**config.mk**
```make
export PLATFORM = sky130hd
export DESIGN_NAME = fir_decim_buffer_flat
export DESIGN_NICKNAME = d
export VERILOG_FILES = /design/src/rtl/fir_decim_buffer_if.sv /design/src/rtl/fir_decim_buffer.sv /design/src/flat_wrapper.sv
export SDC_FILE = /design/constraint.sdc
export NUM_CORES = 1
export LEC_CHECK = 0
export ABC_CLOCK_PERIOD_IN_PS = 7450
export BUFFER_PORTS_ARGS = -buffer_cell sky130_fd_sc_hd__buf_2
export CORE_MARGIN = 3
export CORE_UTILIZATION = 46
export DETAILED_ROUTE_END_ITERATION = 8
export MAX_ROUTING_LAYER = met4
export PLACE_DENSITY_LB_ADDON = 0.1
export RECOVER_POWER = 25
export SLEW_MARGIN = 20
export SYNTH_ARGS = -nofsm -noshare
export SYNTH_HDL_FRONTEND = slang
export SYNTH_SLANG_ARGS = --single-unit
```
**constraint.sdc**
```tcl
create_clock -name clk -period 7.45 [get_ports clk]
set_input_delay 1.49 -clock clk [delete_from_list [all_inputs] [get_ports clk]]
set_output_delay 1.49 -clock clk [all_outputs]
set_load 0.005 [all_outputs]
```
**src/rtl/fir_decim_buffer_if.sv**
```systemverilog
`default_nettype none
// +------------------------------------------------------------------+
// | fir_decim_buffer_if                                              |
// | Sample-in / decimated-result-out bundle for fir_decim_buffer.    |
// | Revision: 1.0                                                    |
// +------------------------------------------------------------------+
interface fir_decim_buffer_if #(
   parameter int DATA_W     = 8,
   parameter int FIFO_DEPTH = 8
);
   localparam int FILL_W = $clog2(FIFO_DEPTH) + 1;

   logic signed [DATA_W-1:0] input_sig;
   logic                     in_en;
   logic signed [DATA_W-1:0] out_data;
   logic                     out_valid;
   logic                     out_ready;
   logic [FILL_W-1:0]        fill;
   logic                     overflow;

   // master: the decimator itself; slave: whoever feeds it and drains it
   modport master (
      input  input_sig, in_en, out_ready,
      output out_data, out_valid, fill, overflow
   );

   modport slave (
      output input_sig, in_en, out_ready,
      input  out_data, out_valid, fill, overflow
   );
endinterface
`default_nettype wire

```
**src/rtl/fir_decim_buffer.sv**
```systemverilog
`default_nettype none
// +------------------------------------------------------------------+
// | fir_decim_buffer                                                 |
// | Accumulate-and-dump decimator feeding a show-ahead result FIFO.  |
// | Revision: 1.0                                                    |
// +------------------------------------------------------------------+
module fir_decim_buffer #(
   parameter int DATA_W     = 8,
   parameter int DECIM_LOG2 = 2,
   parameter int FIFO_DEPTH = 8
) (
   input  wire logic          clk,
   input  wire logic          rst,
   fir_decim_buffer_if.master bus
);
   localparam int ACC_W  = DATA_W + DECIM_LOG2;
   localparam int PH_W   = (DECIM_LOG2 > 0) ? DECIM_LOG2 : 1;
   localparam int AW     = $clog2(FIFO_DEPTH);
   localparam int FILL_W = $clog2(FIFO_DEPTH) + 1;

   localparam logic [PH_W-1:0]   LAST_PHASE = PH_W'((1 << DECIM_LOG2) - 1);
   localparam logic [FILL_W-1:0] FULL_LEVEL = FILL_W'(FIFO_DEPTH);

   logic signed [ACC_W-1:0]  acc_q, acc_d;
   logic [PH_W-1:0]          phase_q, phase_d;
   logic [AW-1:0]            wr_ptr_q, wr_ptr_d;
   logic [AW-1:0]            rd_ptr_q, rd_ptr_d;
   logic [FILL_W-1:0]        fill_q, fill_d;
   logic                     overflow_q, overflow_d;
   logic signed [DATA_W-1:0] mem_q [FIFO_DEPTH];
   logic signed [DATA_W-1:0] mem_d [FIFO_DEPTH];

   logic signed [ACC_W-1:0]  sample;
   logic signed [ACC_W-1:0]  sum;
   logic signed [DATA_W-1:0] result;
   logic                     dump;
   logic                     pop;
   logic                     full;
   logic                     push;

   always_comb begin
      sample = ACC_W'(bus.input_sig);
      sum    = acc_q + sample;
      // Arithmetic shift floors; the mean of D samples always fits DATA_W.
      result = DATA_W'(sum >>> DECIM_LOG2);
      dump   = bus.in_en && (phase_q == LAST_PHASE);
      pop    = (fill_q != '0) && bus.out_ready;
      full   = (fill_q == FULL_LEVEL);
      // A same-edge pop frees the slot, so a full FIFO can still take the push.
      push   = dump && (!full || pop);
   end

   always_comb begin
      acc_d   = acc_q;
      phase_d = phase_q;
      if (bus.in_en) begin
         if (dump) begin
            acc_d   = '0;
            phase_d = '0;
         end else begin
            acc_d   = sum;
            phase_d = phase_q + PH_W'(1);
         end
      end
   end

   always_comb begin
      mem_d      = mem_q;
      wr_ptr_d   = wr_ptr_q;
      rd_ptr_d   = rd_ptr_q;
      fill_d     = fill_q;
      overflow_d = overflow_q | (dump && full && !pop);
      if (push) begin
         mem_d[wr_ptr_q] = result;
         wr_ptr_d        = wr_ptr_q + AW'(1);
      end
      if (pop) begin
         rd_ptr_d = rd_ptr_q + AW'(1);
      end
      case ({push, pop})
         2'b10:   fill_d = fill_q + FILL_W'(1);
         2'b01:   fill_d = fill_q - FILL_W'(1);
         default: fill_d = fill_q;
      endcase
   end

   always_ff @(posedge clk) begin
      if (rst) begin
         acc_q      <= '0;
         phase_q    <= '0;
         wr_ptr_q   <= '0;
         rd_ptr_q   <= '0;
         fill_q     <= '0;
         overflow_q <= 1'b0;
         for (int i = 0; i < FIFO_DEPTH; i++) begin
            mem_q[i] <= '0;
         end
      end else begin
         acc_q      <= acc_d;
         phase_q    <= phase_d;
         wr_ptr_q   <= wr_ptr_d;
         rd_ptr_q   <= rd_ptr_d;
         fill_q     <= fill_d;
         overflow_q <= overflow_d;
         mem_q      <= mem_d;
      end
   end

   always_comb begin
      bus.out_valid = (fill_q != '0);
      bus.out_data  = (fill_q != '0) ? mem_q[rd_ptr_q] : '0;
      bus.fill      = fill_q;
      bus.overflow  = overflow_q;
   end

endmodule
`default_nettype wire
```
**src/flat_wrapper.sv**
```systemverilog
// flat-port wrapper written by rule: the top's interface ports become plain ports
module fir_decim_buffer_flat 
#(
   parameter int DATA_W     = 8,
   parameter int DECIM_LOG2 = 2,
   parameter int FIFO_DEPTH = 8
)
  (clk, rst, bus_input_sig, bus_in_en, bus_out_ready, bus_out_data, bus_out_valid, bus_fill, bus_overflow);
  fir_decim_buffer_if #(.DATA_W(DATA_W), .FIFO_DEPTH(FIFO_DEPTH)) bus_i ();
  input  wire logic clk;
  input  wire logic rst;
  input wire logic [$bits(bus_i.input_sig)-1:0] bus_input_sig;
  input wire logic [$bits(bus_i.in_en)-1:0] bus_in_en;
  input wire logic [$bits(bus_i.out_ready)-1:0] bus_out_ready;
  output wire logic [$bits(bus_i.out_data)-1:0] bus_out_data;
  output wire logic [$bits(bus_i.out_valid)-1:0] bus_out_valid;
  output wire logic [$bits(bus_i.fill)-1:0] bus_fill;
  output wire logic [$bits(bus_i.overflow)-1:0] bus_overflow;
  assign bus_i.input_sig = bus_input_sig;
  assign bus_i.in_en = bus_in_en;
  assign bus_i.out_ready = bus_out_ready;
  assign bus_out_data = bus_i.out_data;
  assign bus_out_valid = bus_i.out_valid;
  assign bus_fill = bus_i.fill;
  assign bus_overflow = bus_i.overflow;
  fir_decim_buffer #(.DATA_W(DATA_W), .DECIM_LOG2(DECIM_LOG2), .FIFO_DEPTH(FIFO_DEPTH)) u_core (.clk(clk), .rst(rst), .bus(bus_i));
endmodule
```
### Word-level counts from Yosys, hierarchy flattened

Index checks and enable logic that the tools add are counted.

| cells by class | value |
|---|---|
| add/subtract/negate cells | 6 |
| multipliers | 0 |
| div/mod/pow operators | 0 |
| order comparisons | 3 |
| equal/unequal tests | 4 |
| shift-type cells | 0 |
| mux-type cells | 10 |
| bitwise operators | 3 |
| reductions and logical operators | 11 |

Operators by type and width:

| cell | count |
|---|---|
| $bwmux W64 | 1 |
| $mux W8 | 4 |
| $bmux W8 S3 | 1 |
| $demux W8 S3 | 1 |
| $add A10 B8 Y10 | 1 |
| $mux W10 | 1 |
| $ge A4 B4 Y1 const B | 2 |
| $not A3 Y4 | 2 |
| $pmux W4 S2 | 1 |
| $add A3 B1 Y3 const B | 2 |
| $logic_and A1 B1 Y1 | 6 |
| $add A4 B1 Y4 const B | 1 |
| $eq A2 B2 Y1 const B | 2 |
| $eq A4 B4 Y1 const B | 1 |
| $lt A4 B1 Y1 const B | 1 |
| $reduce_bool A4 Y1 | 1 |
| $sub A4 B1 Y4 const B | 1 |
| $add A2 B1 Y2 const B | 1 |
| $eq A2 B1 Y1 const B | 1 |
| $logic_not A1 Y1 | 2 |
| $mux W2 | 1 |
| $reduce_bool A2 Y1 | 1 |
| $logic_or A1 B1 Y1 | 1 |
| $or A1 B1 Y1 | 1 |

| word-level totals | value |
|---|---|
| bits in registers | 87 |
| latch bits | 0 |
| memory bits (writable) | 0 |
| memory bits (read-only) | 0 |
| input port bits | 12 |
| output and inout bits | 14 |
| logic and storage cells | 51 |
| memories kept | 0 |

### Longest topological paths before layout

Gate-level depths: netlist of the first run.

| depth | value |
|---|---|
| depth in word-level cells | 6 |
| mapped depth | 13 |
| mapped depth without buffers | 12 |

### Least setup slack after synthesis of the first run

Ideal clock, no wire load.

| timing | value |
|---|---|
| kind | input -> register |
| from | input bus_in_en |
| to | register u_core.fill_q[2], in the netlist u_core.bus.fill[2] |
| library setup time | 70 ps |
| arrival | 3,339 ps |
| data required time | 7,380 ps |
| slack | 4,041 ps |
| stages | 11 |
| buffers on the path | 1 |
| cell sequence | buf_2 > nand2_1 > a21oi_1 > inv_1 > ha_1 > xor2_1 > ha_1 > a21oi_1 > xor2_1 > or3_1 > a21oi_1 |

| between the ends | value |
|---|---|
| cells in the longest elaborated chain, start to end | 4 |
| elaborated cells on any way between the ends | 6 |
| those cells by class | eq/ne (2); mux (1); reduce/logical (3) |

RTL lines:

| what | RTL line | RTL |
|---|---|---|
| start: declaration | flat_wrapper.sv:13 | `input wire logic [$bits(bus_i.in_en)-1:0] bus_in_en;` |
| $logic_and A1 B1 Y1 (*) | fir_decim_buffer.sv:46 | `dump = bus.in_en && (phase_q == LAST_PHASE);` |
| $logic_and A1 B1 Y1 (*) | fir_decim_buffer.sv:50 | `push = dump && (!full \|\| pop);` |
| $eq A2 B1 Y1 / $eq A2 B2 Y1 (equally long branches) | fir_decim_buffer.sv:80 | `case ({push, pop})` |
| $pmux W4 S2 / $reduce_bool A2 Y1 (equally long branches) | -- |  |
| end signal: assignment | fir_decim_buffer.sv:103 | `fill_q <= fill_d;` |
| end: declaration | fir_decim_buffer.sv:28 | `logic [FILL_W-1:0] fill_q, fill_d;` |

Mark *: on every way between the ends. The rest lies on a longest branch, timed or not.
A chain may end at the register's enable or synchronous reset.

### Worst setup path in the final report of the first run

| timing | value |
|---|---|
| from | input bus_in_en |
| to | register u_core.mem_q[62] (netlist bit) |

| between the ends | value |
|---|---|
| cells in the longest elaborated chain, start to end | 2 |

RTL lines:

| what | RTL line | RTL |
|---|---|---|
| $logic_and A1 B1 Y1 | fir_decim_buffer.sv:46 |  |
| $logic_and A1 B1 Y1 | fir_decim_buffer.sv:50 |  |
| end signal: assignment | fir_decim_buffer.sv:105 | `mem_q <= mem_d;` |
| end: declaration | fir_decim_buffer.sv:30 | `logic signed [DATA_W-1:0] mem_q [FIFO_DEPTH];` |

Every way passes these cells.

==> qor.yml, run 1 <==
gp_congestion: 0.786
worstPathRequired_ps: 7720
final_area_um2: 4620
drive_gt1_share_pct: 14.7
ys.flop_type: "dfxtp_1"
grt.total_usage_pct: 20.8
n_fill_cell: 825
area.growth.synth_to_final_pct: 7.29
maxCapViolCount: 2
r2r-end: "u_core.mem_q[62]$_SDFFE_PP0P_"
holdWs_ps: 465
busiest_layer: "met2"
drtPass1Iterations: 6
coreArea_um2: 8890
die_w_um: 103
path_clk_slew_ps: 80
crit_type: "primary input to register"
cts_hold_buf: 0
post-cts-setup-buffers: 0
max_stage_delay_ps: 2130
cp-end-kind: "register"
relSlewSlack_pct: -83.1
antenna_found_initial: 0
cts_sinks: 87
leakage_nw: 1.65
wl_per_cell_um: 17.3
ir_drop_mv: 0.101
r2r_slack_ps: 3670
timing.final.hold_violations: 0
grt_max_degree: 78
drt-total-wl_um: 9900
cts_root_buf: "clkbuf_8"
synth_edf_count: 0
synthCells: 445
power.density_nw_per_um2: 195
slowest_stage: "nor4_1"
num_antenna_cells: 0
grt_util_met3_pct: 5.35
worst_slew_pin_slew_ps: 2720
setup_viol: 0
fin_nets: 489
dpl_cell_area_um2: 4510
htreeDepth: 3
dp_cells: 558
cts_inserted_buffers: 9
rows: 34
fin_crit_sh_pct: 59.6
hp-start: "u_core.mem_q[12]$_SDFFE_PP0P_"
clk_latency_ps: 350
syn_nets: 473
worstHoldEndpoint: "u_core.mem_q[12]$_SDFFE_PP0P_"
grt_pass1_wl_um: 16400
synth.area.top_cells: "dfxtp_1, mux2i_1, mux4_2"
grtUsageMet2_pct: 32.0
clock.fmax_mhz: 225
holdPathStages: 2
ys_types: 53
synth_top_area_share_pct: 40.4
syn_area_per_cell_um2: 9.69
reg2reg_from: "u_core.phase_q[0]$_SDFFE_PP0P_"
grt_pass1_vias: 3257
tns_ps: 0
rsz0062_at_grt: "false"
netlist_area_um2: 4310
cp.arrival_ps: 4710
fin_skew_ps: 7.19
ys_seq_area_share_pct: 40.4
startpoint_type: "primary input"
status: "complete, but fails checks"
drt_iter0_drc: 136
die-area_um2: 10600
yosysTopAreaCell: "dfxtp_1"
postRouteAntennaNets: 0
ctsLongestPathBuffers: 2
port_buffers: 25
vias: 3269
ctsResizeCount: 0
ios: 26
layout_min_cycle_time_ps: 4440
layout.cells.non_filler: 572
grt_overflow: 0
die_y_um: 103
violations: "max-capacitance violations, max-slew violations"
grt_use_met1_pct: 27.4
yosys_warnings: 0
vias_per_cell: 5.72
ys_async_sr_fraction_pct: 0
dp_hpwl_um: 6550
route.detailed.drc: 0
worstPathMaxFanout: 11
ys_ff_latch: 87
cts_tree: "built"
final_max_slew_viol_count: 24
start_util_pct: 48.5
path_cells: "clkbuf_1 -> nand2_1 -> nor4_1 -> o21ai_0 -> a21oi_1"
rr_worst_depth: 5
hp-class: "register to register"
-- layer usage --
| layer | share of wire (%) | up-vias |
|---|---|---|
| li1 | - | 1619 |
| met1 | 49 | 1565 |
| met2 | 46 | 73 |
| met5 | 0 | - |
| met3 | 4.6 | 12 |
| met4 | 1.3 | 0 |
-- Yosys cell counts (3+ instances only) --
| cell type | n |
|---|---|
| a22oi_1 | 4 |
| nor2b_1 | 3 |
| nand2_1 | 26 |
| nand3_1 | 4 |
| nand2b_1 | 8 |
| nor3_1 | 8 |
| clkbuf_1 | 10 |
| nor4_1 | 3 |
| xnor2_1 | 4 |
| a211oi_1 | 13 |
| buf_2 | 9 |
| xor2_1 | 8 |
| nor2_1 | 73 |
| a21o_1 | 4 |
| a21oi_1 | 30 |
| dfxtp_1 | 87 |
| mux2i_1 | 48 |
| o21ai_0 | 23 |
| ha_1 | 15 |
| inv_1 | 9 |
| mux4_2 | 16 |
-- metrics by stage --
stage,total power [mW],util (%),worst slack (ps)
3_3_place_gp,0.632,50.7,3630
6_report,0.902,52.0,3010
5_1_grt,0.949,52.0,2690
3_5_place_dp,0.635,50.7,3520
4_1_cts,0.911,52.4,3770
2_1_floorplan,0.595,-,4040
-- critical path: cells and delay by family --
family,cells,cell delay [ps]
simple gates,2,2330
compound gates,2,590
buf+inv,1,290
-- report_power, final --
part	switching, mW	total, mW	internal, mW	leakage (nW)
sequential	0.00549	0.479	0.473	0.703
clock	0.161	0.277	0.116	0.0740
combinational	0.0994	0.146	0.0464	0.874
-- sequential cells by signal, summed over array words and instances (netlist names) --
register,cells
u_core.acc_q,10
u_core.wr_ptr_q,3
u_core.mem_q,64
u_core.phase_q,2
u_core.rd_ptr_q,3
u_core.bus.overflow,1
u_core.bus.fill,4
-- cells by family (layout without fill, tap and decap cells) --
kind of cell | count (synthesis) | count (layout) | synth area share [%]
and+or+nand+nor | 144 | 144 | 15.7
xor gates and xnor gates | 13 | 13 | 2.82
DFF | 87 | 87 | 40.4
buffers and inverters | 34 | 53 | 3.57
adders and majority gates | 16 | 16 | 4.82
muxes | 64 | 64 | 19.5
AOI/OAI and AO/OA | 87 | 87 | 13.2
-- layout by cell type, fill, tap and decap left out, drive strengths merged, types with 2 or more instances in the layout --
cell type	n
nand2b	8
clkinv	2
a211oi	14
xnor2	4
nor2	77
nand3b	2
ha	15
nor2b	3
buf	24
nand2	26
mux2i	48
nand4	2
a22oi	4
a21o	4
clkbuf	15
clkinvlp	2
nor3b	2
nand3	4
mux4	16
nor4	4
dfxtp	87
o21ai	25
xor2	9
nor3	9
or3	2
inv	10
nand4b	2
a21oi	30
-- worst max-delay path by stage --
stage / start / end / cells past startpoint
final: bus_in_en / u_core.mem_q[62]$_SDFFE_PP0P_ / 5
after CTS: u_core.rd_ptr_q[1]$_SDFFE_PP0P_ / bus_out_data[6] / 4
after floorplan: bus_in_en / u_core.bus.fill[2]$_SDFFE_PP0P_ / 11
after global routing: bus_in_en / u_core.mem_q[62]$_SDFFE_PP0P_ / 5
after global placement: bus_input_sig[0] / u_core.acc_q[8]$_SDFFE_PP0P_ / 9
after detailed placement: bus_input_sig[0] / u_core.mem_q[62]$_SDFFE_PP0P_ / 9
-- cell type report --
class	count	area, um2	share of cell area [%]
multi-input cells	324	2410	52.1
flip-flops and latches	87	1740	37.7
repair buffers	29	149	3.22
well taps	108	135	2.92
clock buffers	10	128	2.76
inverters	10	37.5	0.812
clock inverters	4	25.0	0.541
Power figures use the tool's default switching activity.
==> run 2, diff against run 1 <==
--- a/config.mk
+++ b/config.mk
@@ -5,7 +5,7 @@
 export SDC_FILE = /design/constraint.sdc
 export NUM_CORES = 1
 export LEC_CHECK = 0
-export ABC_CLOCK_PERIOD_IN_PS = 7450
+export ABC_CLOCK_PERIOD_IN_PS = 3950
 export BUFFER_PORTS_ARGS = -buffer_cell sky130_fd_sc_hd__buf_2
 export CORE_MARGIN = 3
 export CORE_UTILIZATION = 46
==> constraint.sdc (replaced) <==
create_clock -name clk -period 3.95 [get_ports clk]
set_input_delay 0.79 -clock clk [delete_from_list [all_inputs] [get_ports clk]]
set_output_delay 0.79 -clock clk [all_outputs]
set_load 0.005 [all_outputs]
==> run 2 against run 1 <==
The flow now finishes without violations. Core utilization is 0.89 points higher. Combinational power up 88%. Count of clock-buffer cells in the layout fell by 1. Setup slack got worse by 2300 ps. Register-to-register slack worse by 2900 ps. Final cell count grew 0.52%. Via count decreased by 1.0%. Wire length down 2.1%. Cell area is 1.7% higher. Total power grew 100%. Sequential share of layout area shrank 0.63 points. Clock power rose by 140%. Critical path type is now register to register. Largest power group unchanged. Highest routed layer unchanged.
==> qor.yml, run 2 (synthesized netlist as in run 1, its figures left out) <==
startpoint_type: "register"
leakage_nw: 1.69
timing.final.hold_violations: 0
die_y_um: 103
layout_min_cycle_time_ps: 3190
final_area_um2: 4700
fin_nets: 491
hp-class: "register to register"
drt_iter0_drc: 158
final_max_slew_viol_count: 0
setup_viol: 0
route.detailed.drc: 0
htreeDepth: 3
die_w_um: 103
r2r-end: "u_core.bus.fill[2]$_SDFFE_PP0P_"
ctsResizeCount: 0
worstPathRequired_ps: 4220
most-common-layout-cells: "dfxtp_1, nor2_1, mux2i_1"
r2r_slack_ps: 760
cts_inserted_buffers: 9
ctsLongestPathBuffers: 2
crit_type: "register to register"
clk_latency_ps: 350
n_fill_cell: 833
fin_skew_ps: 15.1
reg2reg_from: "u_core.bus.fill[1]$_SDFFE_PP0P_"
area.growth.synth_to_final_pct: 9.11
rr_worst_depth: 12
largest_reg_flops: 64
power.density_nw_per_um2: 393
ir_drop_mv: 0.211
rsz0062_at_grt: "false"
relSlewSlack_pct: 24.3
dp_hpwl_um: 6480
start_util_pct: 48.5
worstHoldEndpoint: "u_core.mem_q[22]$_SDFFE_PP0P_"
post-cts-setup-buffers: 0
grt_pass1_vias: 3041
grt_max_degree: 53
worst_slew_pin_slew_ps: 1140
num_antenna_cells: 0
hp-start: "u_core.mem_q[22]$_SDFFE_PP0P_"
coreArea_um2: 8890
fin_crit_sh_pct: 80.8
maxCapViolCount: 0
vias_per_cell: 5.63
crit_path_start: "u_core.bus.fill[1]$_SDFFE_PP0P_"
antenna_found_initial: 0
rows: 34
clock.fmax_mhz: 313
cp.arrival_ps: 3460
tns_ps: 0
die-area_um2: 10600
holdPathStages: 2
ios: 26
status: "finished, final reports clean"
postRouteAntennaNets: 0
cts_hold_buf: 0
cp-end-kind: "register"
grt_pass1_wl_um: 15900
wl_per_cell_um: 16.9
dpl_cell_area_um2: 4510
path_clk_slew_ps: 90
cts_tree: "built"
regMostFlops: "u_core.mem_q"
power_mw: 1.85
cts_root_buf: "clkbuf_8"
gp_congestion: 0.808
mostFrequentLayoutCell: "dfxtp_1"
grt_overflow: 0
worstPathMaxFanout: 9
holdWs_ps: 456
grt.total_usage_pct: 20.3
drtPass1Iterations: 5
port_buffers: 25
drt-total-wl_um: 9690
vias: 3235
cts_sinks: 87
drive_gt1_share_pct: 15.0
[run 2: cell type report]
type	instances	area [um2]	share of cell area, %
Sequential cell	87	1740	37.0
Timing Repair Buffer	31	159	3.38
Tap cell	108	135	2.87
Clock buffer	9	124	2.63
Multi-Input combinational cell	324	2420	51.5
Inverter	10	37.5	0.798
Clock inverter	6	83.8	1.78
[run 2: power breakdown]
group,switching (mW),total (mW),internal (mW)
Clock,0.315,0.667,0.352
Combinational,0.187,0.275,0.0878
Sequential,0.0111,0.904,0.893
[run 2: worst max path at each step]
stage	to	slack, ps	depth (start not counted)
finish	u_core.bus.fill[2]$_SDFFE_PP0P_	760	12
global route	u_core.bus.fill[2]$_SDFFE_PP0P_	510	12
CTS	bus_out_data[6]	990	4
detailed placement	u_core.mem_q[54]$_SDFFE_PP0P_	870	9
global placement	u_core.mem_q[54]$_SDFFE_PP0P_	960	9
floorplan	u_core.bus.fill[2]$_SDFFE_PP0P_	1240	11
[run 2: per-stage QoR]
stage / instances / util, % / setup slack, ps
2_1_floorplan: 445 / - / 1240
3_3_place_gp: 560 / 50.8 / 957
3_5_place_dp: 560 / 50.8 / 872
4_1_cts: 575 / 53.1 / 994
5_1_grt: 575 / 52.9 / 508
6_report: 575 / 52.9 / 758
[run 2: routing by layer]
layer	global-route usage [%]	vias up	wire, um
li1	-	1629	-
met2	31.7	58	4630
met5	-	-	0
met3	3.92	4	377
met1	27.5	1544	4650
met4	4.48	0	37
[run 2: critical path, stage by stage, from the launching register on]
cell and delay, ps:
dfxtp_1 400, or3_1 450, nor2_1 650, inv_2 100, nand2_1 180, inv_1 80
ha_1 250, xor2_1 160, ha_1 180, a21oi_1 140, xor2_1 90, or3_1 300
a21oi_1 130
==> run 3, diff against run 2 <==
--- a/config.mk
+++ b/config.mk
@@ -5,7 +5,7 @@
 export SDC_FILE = /design/constraint.sdc
 export NUM_CORES = 1
 export LEC_CHECK = 0
-export ABC_CLOCK_PERIOD_IN_PS = 3950
+export ABC_CLOCK_PERIOD_IN_PS = 3100
 export BUFFER_PORTS_ARGS = -buffer_cell sky130_fd_sc_hd__buf_2
 export CORE_MARGIN = 3
 export CORE_UTILIZATION = 46
==> constraint.sdc (replaced) <==
create_clock -name clk -period 3.1 [get_ports clk]
set_input_delay 0.62 -clock clk [delete_from_list [all_inputs] [get_ports clk]]
set_output_delay 0.62 -clock clk [all_outputs]
set_load 0.005 [all_outputs]
==> run 3 against run 2 <==
Critical path depth is the same. Sequential share of layout area down 0.22 points. Global-route usage hardly changed. Fmax increased by 21%. Non-clock buffer count up 10. Die area unchanged. Final cell count grew 1.9%. Setup slack worse by 290 ps. First-iteration DRC count grew 8.2%. Total power up 26%. Hold slack improved by 2.5 ps. Cell area grew 0.59%.
==> qor.yml, run 3 (synthesized netlist as in run 1, its figures left out) <==
tns_ps: 0
worst_slew_pin_slew_ps: 1430
area.growth.synth_to_final_pct: 9.75
die_y_um: 103
hp-class: "register to register"
fin_nets: 501
route.detailed.drc: 0
grt_use_met1_pct: 27.7
clk_latency_ps: 350
power_mw: 2.32
drt-total-wl_um: 9680
relSlewSlack_pct: 4.57
status: "finished, final reports clean"
num_antenna_cells: 0
worstPathRequired_ps: 3370
cts_tree: "built"
ios: 26
startpoint_type: "register"
path_clk_slew_ps: 100
port_buffers: 25
vias: 3274
grt_pass1_vias: 3122
rows: 34
cts_inserted_buffers: 9
wl_per_cell_um: 16.5
busiest_layer: "met2"
grt_pass1_wl_um: 16000
postRouteAntennaNets: 0
grt_util_met3_pct: 4.47
grt_max_degree: 33
drt_iter0_drc: 171
htreeDepth: 3
drive_gt1_share_pct: 15.9
grt_overflow: 0
setup_viol: 0
power.density_nw_per_um2: 490
rsz0062_at_grt: "false"
ctsLongestPathBuffers: 2
rr_worst_depth: 12
clock.fmax_mhz: 380
dp_hpwl_um: 6630
mostFrequentLayoutCell: "dfxtp_1"
coreArea_um2: 8890
die-area_um2: 10600
grtUsageMet2_pct: 30.9
hp-start: "u_core.mem_q[60]$_SDFFE_PP0P_"
ctsResizeCount: 0
cts_sinks: 87
crit_type: "register to register"
reg2reg_from: "u_core.bus.fill[1]$_SDFFE_PP0P_"
cp-end-kind: "register"
grt.total_usage_pct: 20.2
largest_reg_flops: 64
layout_min_cycle_time_ps: 2630
r2r-end: "u_core.bus.fill[2]$_SDFFE_PP0P_"
antenna_found_initial: 0
r2r_slack_ps: 470
fin_skew_ps: 13.9
gp_congestion: 0.833
drtPass1Iterations: 4
cts_hold_buf: 0
vias_per_cell: 5.59
timing.final.hold_violations: 0
start_util_pct: 48.5
die_w_um: 103
cp.arrival_ps: 2910
worstPathMaxFanout: 9
most-common-layout-cells: "dfxtp_1, nor2_1, mux2i_1"
maxCapViolCount: 0
worstHoldEndpoint: "u_core.mem_q[60]$_SDFFE_PP0P_"
fin_crit_sh_pct: 84.9
regMostFlops: "u_core.mem_q"
post-cts-setup-buffers: 0
cts_root_buf: "clkbuf_8"
ir_drop_mv: 0.302
leakage_nw: 1.71
n_fill_cell: 823
holdPathStages: 2
final_max_slew_viol_count: 0
[run 3: stage by stage]
stage | utilization (%) | setup slack [ps] | hold WS, ps | area, um2 | instances
finish | 53.2 | 467 | 459 | 4730 | 586
CTS | 53.7 | 451 | 461 | 4780 | 586
floorplan | - | 500 | 432 | 4310 | 445
global placement | 51.5 | 510 | 441 | 4580 | 570
global route | 53.2 | 236 | 476 | 4730 | 586
detailed placement | 51.5 | 409 | 446 | 4580 | 570
[run 3: worst max path at each step]
stage / startpoint / endpoint / slack [ps] / cells past startpoint
3_5_place_dp: bus_input_sig[0] / u_core.acc_q[8]$_SDFFE_PP0P_ / 410 / 10
3_3_place_gp: bus_input_sig[0] / u_core.acc_q[8]$_SDFFE_PP0P_ / 510 / 10
4_1_cts: u_core.rd_ptr_q[0]$_SDFFE_PP0P_ / bus_out_data[6] / 450 / 5
6_report: u_core.bus.fill[1]$_SDFFE_PP0P_ / u_core.bus.fill[2]$_SDFFE_PP0P_ / 470 / 12
2_1_floorplan: u_core.bus.fill[1]$_SDFFE_PP0P_ / u_core.bus.fill[2]$_SDFFE_PP0P_ / 500 / 13
5_1_grt: u_core.bus.fill[1]$_SDFFE_PP0P_ / u_core.bus.fill[2]$_SDFFE_PP0P_ / 240 / 12
[run 3: cell type report]
type / instances / area [um2] / share of cell area [%]
well taps: 108 / 135 / 2.86
clock buffers: 10 / 128 / 2.70
flip-flops and latches: 87 / 1740 / 36.8
inverters: 10 / 37.5 / 0.793
clock inverters: 6 / 68.8 / 1.45
repair buffers: 41 / 218 / 4.60
multi-input cells: 324 / 2400 / 50.8
[run 3: critical path, stage by stage (launching register included)]
cell     delay [ps]
dfxtp_1         400
or3_1           420
nor2_1          180
inv_2            70
nand2_1         140
inv_1            80
ha_1            250
xor2_1          170
ha_1            190
a21oi_1         140
xor2_1           90
or3_1           300
a21oi_1         140
[run 3: metal layers]
metal | routed length (um) | vias up
met5 | 0 | -
met4 | 43 | 0
met3 | 418 | 4
met2 | 4510 | 60
met1 | 4710 | 1570
li1 | - | 1640
[run 3: power by group]
part           leakage, nW  internal (mW)  total (mW)  switching (mW)
combinational        0.914          0.127       0.365           0.238
clock               0.0968          0.378       0.801           0.424
sequential           0.703           1.14        1.15          0.0138
total                 1.71           1.64        2.32           0.676
